--- config.mk ---
export PLATFORM = sky130hd
export DESIGN_NAME = wptr_full_ctrl
export DESIGN_NICKNAME = d
export VERILOG_FILES = /design/src/rtl/fifo_pkg.sv /design/src/rtl/wptr_full_ctrl_sync_r2w.sv /design/src/rtl/wptr_full_ctrl.sv
export SDC_FILE = /design/constraint.sdc
export NUM_CORES = 1
export LEC_CHECK = 0
export CORE_AREA = 2 2 52 54
export CTS_CLUSTER_DIAMETER = 30
export DETAILED_ROUTE_END_ITERATION = 10
export DIE_AREA = 0 0 54 56
export PLACE_DENSITY = 0.85
export SETUP_SLACK_MARGIN = 0.3
export SKIP_LAST_GASP = 1
export SLEW_MARGIN = 20
export SYNTH_ARGS = -nofsm -noshare
export SYNTH_HDL_FRONTEND = slang
export SYNTH_SLANG_ARGS = --single-unit
--- constraint.sdc ---
create_clock -name wclk -period 5.05 [get_ports wclk]
set_clock_uncertainty 0.2 [all_clocks]
set_input_delay 1.01 -clock wclk [delete_from_list [all_inputs] [get_ports wclk]]
set_output_delay 1.01 -clock wclk [all_outputs]
set_load 0.01 [all_outputs]
--- src/rtl/fifo_pkg.sv ---
// fifo_pkg: shared async FIFO sizing and Gray-code conversion helpers
package fifo_pkg;
    localparam int DEF_ADDRSIZE = 4;
    localparam int DEF_DEPTH    = 1 << DEF_ADDRSIZE;

    function automatic logic [31:0] bin2gray(input logic [31:0] b);
        return b ^ (b >> 1);
    endfunction

    function automatic logic [31:0] gray2bin(input logic [31:0] g);
        logic [31:0] b;
        b[31] = g[31];
        for (int i = 30; i >= 0; i--) b[i] = b[i+1] ^ g[i];
        return b;
    endfunction
endpackage

--- src/rtl/wptr_full_ctrl_sync_r2w.sv ---
// sync_r2w: two-flop synchroniser carrying the read Gray pointer into the write clock domain
module sync_r2w #(
    parameter int W = 5
) (
    input  logic         clk,
    input  logic         rst,
    input  logic [W-1:0] d,
    output logic [W-1:0] q
);
    logic [W-1:0] q1_q, q2_q;

    always_ff @(posedge clk or posedge rst) begin
        if (rst) begin
            q1_q <= '0;
            q2_q <= '0;
        end else begin
            q1_q <= d;
            q2_q <= q1_q;
        end
    end

    assign q = q2_q;
endmodule

--- src/rtl/wptr_full_ctrl.sv ---
// wptr_full_ctrl: async FIFO write pointer, full/almost-full, fill count and sticky overflow
module wptr_full_ctrl
    import fifo_pkg::*;
#(
    parameter int ADDRSIZE  = DEF_ADDRSIZE,
    parameter int AF_MARGIN = 2
) (
    input  logic                wclk,
    input  logic                wrst,
    input  logic                winc,
    input  logic [ADDRSIZE:0]   rptr,
    input  logic                wovf_clr,
    output logic                wr_en,
    output logic [ADDRSIZE-1:0] waddr,
    output logic [ADDRSIZE:0]   wptr,
    output logic                wfull,
    output logic                walmost_full,
    output logic [ADDRSIZE:0]   wcount,
    output logic                woverflow
);
    localparam int A     = ADDRSIZE;
    localparam int PW    = ADDRSIZE + 1;
    localparam int DEPTH = 1 << ADDRSIZE;
    localparam logic [PW-1:0] AF_LEVEL = PW'(DEPTH - AF_MARGIN);

    logic [PW-1:0] wbin_q, wbin_d, wptr_q, wptr_d, wcount_q, wcount_d, wq2_rptr, wrbin;
    logic          wfull_q, wfull_d, walmost_full_q, walmost_full_d, woverflow_q, woverflow_d;

    sync_r2w #(.W(PW)) u_sync (
        .clk(wclk),
        .rst(wrst),
        .d  (rptr),
        .q  (wq2_rptr)
    );

    // Count uses the stale synced read pointer, so fill can only be over-reported
    always_comb begin
        wr_en          = winc & ~wfull_q;
        wbin_d         = wbin_q + PW'(wr_en);
        wptr_d         = PW'(bin2gray(32'(wbin_d)));
        wrbin          = PW'(gray2bin(32'(wq2_rptr)));
        wcount_d       = wbin_d - wrbin;
        wfull_d        = wptr_d == {~wq2_rptr[A:A-1], wq2_rptr[A-2:0]};
        walmost_full_d = wcount_d >= AF_LEVEL;
        woverflow_d    = (winc & wfull_q) | (woverflow_q & ~wovf_clr);
    end

    always_ff @(posedge wclk or posedge wrst) begin
        if (wrst) begin
            wbin_q         <= '0;
            wptr_q         <= '0;
            wcount_q       <= '0;
            wfull_q        <= 1'b0;
            walmost_full_q <= 1'b0;
            woverflow_q    <= 1'b0;
        end else begin
            wbin_q         <= wbin_d;
            wptr_q         <= wptr_d;
            wcount_q       <= wcount_d;
            wfull_q        <= wfull_d;
            walmost_full_q <= walmost_full_d;
            woverflow_q    <= woverflow_d;
        end
    end

    assign waddr        = wbin_q[A-1:0];
    assign wptr         = wptr_q;
    assign wcount       = wcount_q;
    assign wfull        = wfull_q;
    assign walmost_full = walmost_full_q;
    assign woverflow    = woverflow_q;
endmodule
==> impl_metrics.toml <==
[outcome]
outcome = "finished, final reports clean"

[route]
met2_length_um = 995
wl_per_cell_um = 12.9
drc = 0
initialDrtViolationCount = 2
wirelength_mm = 1.95
wl_met3_um = 86
first_pass_iters = 3
ant_nets = 0
wl_met1_um = 837
vias_per_cell = 4.76
routed.top_layer = "met4"
via_count = 719

[logic_synthesis]
syn_inst = 93
synth-compound-area-share_pct = 5.94
synthSimpleGateAreaFrac_pct = 8.80
synthAdderAreaFrac_pct = 7.78
ys_seq_elements = 27
yosys_warnings = 0
synth_xor_area_share_pct = 18.6
syn_area_um2 = 1220
synth_enable_flop_cells = 0
synth_top_family_by_area = "XOR/XNOR gates"
synth_mux_area_share_pct = 0
synth_seq_area_share_pct = 55.3
synth_cell_types = 30
synth_ff_type = "dfrtp_1"
async_flop_share_pct = 100
synthesis.nets = 109
syn_avg_cell_area_um2 = 13.1

[timing]
rsz0062_at_grt = "no"
fin_setup_tns_ns = 0
worstMarginPinSlew_ns = 0.926
period_needed_ns = 3.62
final_max_slew_viol_count = 0
fmax_mhz = 276
fin_ws_ns = 1.43
slew_headroom_pct = 37.9
finalCritPeriodShare_pct = 71.7
hold_viol = 0
whs_ns = 0.164
finalSetupViolCount = 0

[clock_tree]
clk_latency_ns = 0.32
cts_tree = "built"
cts_hold_buf = 0
clk_pin_slew_ns = 0.14
clock-sinks = 27
cts_made_buffers = 3
cts_root_buf = "clkbuf_4"
clockBufferDepth = 2
post_cts_resized = 0
post_cts_buffers = 0
cts_max_level = 1

[final_layout]
multi_input_area_um2 = 503
drive_above_1_share_pct = 7.44
fillerInstances = 175
num_antenna_cells = 0
ff_latch_area_um2 = 676
final_cells = 151
syn_to_final_growth_pct = 25.8
final_net_count = 138

[floorplan]
core-area_um2 = 2430
num_rows = 18
dieArea_um2 = 3020
die_w_um = 54
initial_core_util_pct = 50.3
pin_count = 27
die_h_um = 56

[global_routing]
antenna_found_initial = 0
grt_max_degree = 28
grt.total_usage_pct = 14.5
grt_pass1_vias = 737
overflow = 0
grt_first_pass_wirelength_mm = 3.20

[job]
cap_violations = 0

[worst_setup_path]
rr_worst_depth = 10
reg2reg_to = "walmost_full$_DFF_PP0_"
criticalPathCategory = "in -> reg"
critPathCapture = "walmost_full$_DFF_PP0_"
crit_arrival_ns = 3.61
r2r_slack_ns = 2.15
slowest_stage = "clkdlybuf4s50_1"
cp-end-kind = "flip-flop"
cp_slowest_stage_delay_ns = 0.47
worst_ep_required_time_ns = 5.04
setup.worst_path.start = "winc"
r2r_start = "u_sync.q[4]$_DFF_PP0_"
start_kind = "input pin"
worst-path-max-fanout = 6
path_cells = "clkdlybuf4s50_1, nor2b_1, ha_1, xnor2_1, inv_1, ha_1, nor2b_1, o21ai_0, nor3b_1, o311ai_0"

[power_and_ir_drop]
cell_internal_pwr_mw = 0.660
p_leak_nw = 0.675
power_switching_mw = 0.400
peakVddDrop_uv = 379
seq_power_share_pct = 33.0
power_frac_comb_pct = 58.4
sw_frac_of_total_pct = 37.7
clock_power_share_pct = 8.6
power_mw = 1.06
p_per_area_nw_per_um2 = 689

[worst_hold_path]
holdCritStartpoint = "u_sync.q1_q[0]$_DFF_PP0_"
hold_path_class = "reg -> reg"

[place]
gp_congestion = 0.789
preCtsSetupSlack_ns = 1.08
place_hpwl_mm = 1.55
place_inst = 147
io_buffer_count = 26
[logic make-up after synthesis]
group | Yosys count
simple gates | 17
fa+ha+maj | 7
buf+inv | 11
xor+xnor | 21
flops | 27
compound gates | 10
[cells in the final DEF (no fill, tap or decap), types with 2 or more instances in the layout]
cell type,count
a21boi_0,2
clkbuf_4,3
clkdlybuf4s50_1,26
dfrtp_1,27
ha_1,6
inv_1,8
nand2_1,4
nand2b_1,2
nor2b_1,3
o21ai_0,3
xnor2_1,13
xor2_1,4
[worst min path at each step]
stage / end / slack [ns] / cells after the start
3_3_place_gp: u_sync.q[3]$_DFF_PP0_ / 0.13 / 0
3_5_place_dp: u_sync.q[0]$_DFF_PP0_ / 0.14 / 0
4_1_cts: u_sync.q[4]$_DFF_PP0_ / 0.17 / 0
2_1_floorplan: u_sync.q[0]$_DFF_PP0_ / 0.13 / 0
6_report: u_sync.q[0]$_DFF_PP0_ / 0.16 / 0
5_1_grt: u_sync.q[1]$_DFF_PP0_ / 0.18 / 0
[metrics by stage]
step | area (um^2) | utilization (%)
floorplan | 1220 | -
global placement | 1510 | 62.1
detailed placement | 1510 | 62.1
CTS | 1540 | 63.2
global route | 1540 | 63.2
finish | 1540 | 63.2
[power by group through the flow]
stage          Combinational (mW)  Clock, mW  Sequential (mW)
2_1_floorplan               0.383          0            0.372
3_3_place_gp                0.597          0            0.351
3_5_place_dp                0.622          0            0.357
4_1_cts                     0.624     0.0957            0.352
5_1_grt                     0.678      0.104            0.361
6_report                    0.619     0.0906            0.350
[cell type report]
cell class | count | share of cell area [%]
multi-input combinational | 55 | 32.7
inverter | 9 | 2.20
timing repair buffer | 26 | 16.9
sequential | 27 | 43.9
tap | 30 | 2.44
clock inverter | 1 | 0.325
clock buffer | 3 | 1.46
[Yosys cell counts, drive strengths merged, types with 2 or more instances]
| master | number | share of area (%) |
|---|---|---|
| dfrtp | 27 | 55 |
| inv | 9 | 2.8 |
| xor2 | 5 | 4.2 |
| nand2 | 4 | 1.2 |
| nor2b | 3 | 1.5 |
| nand2b | 2 | 1.0 |
| o21ai | 3 | 1.2 |
| xnor2 | 14 | 11 |
| a21boi | 2 | 1.2 |
| ha | 6 | 6.1 |
[metal layers]
layer,track usage (%),vias to the layer above
met5,0,-
met4,5.36,0
met3,3.23,2
met2,23.0,22
met1,18.9,338
li1,-,357
[worst max-delay path: cells and delay by family]
family          cells  cell delay [ns]
simple gates        3             0.68
xor+xnor            1             0.26
buf+inv             2             0.62
compound gates      2             0.36
fa+ha+maj           2             0.67
[flip-flops by register name, summed over array words and instances (netlist names)]
name,count
wbin_q,5
wcount,5
u_sync.q1_q,5
u_sync.q,5
woverflow,1
wptr,4
wfull,1
walmost_full,1
Note: power is estimated with default switching activity, not from simulation.
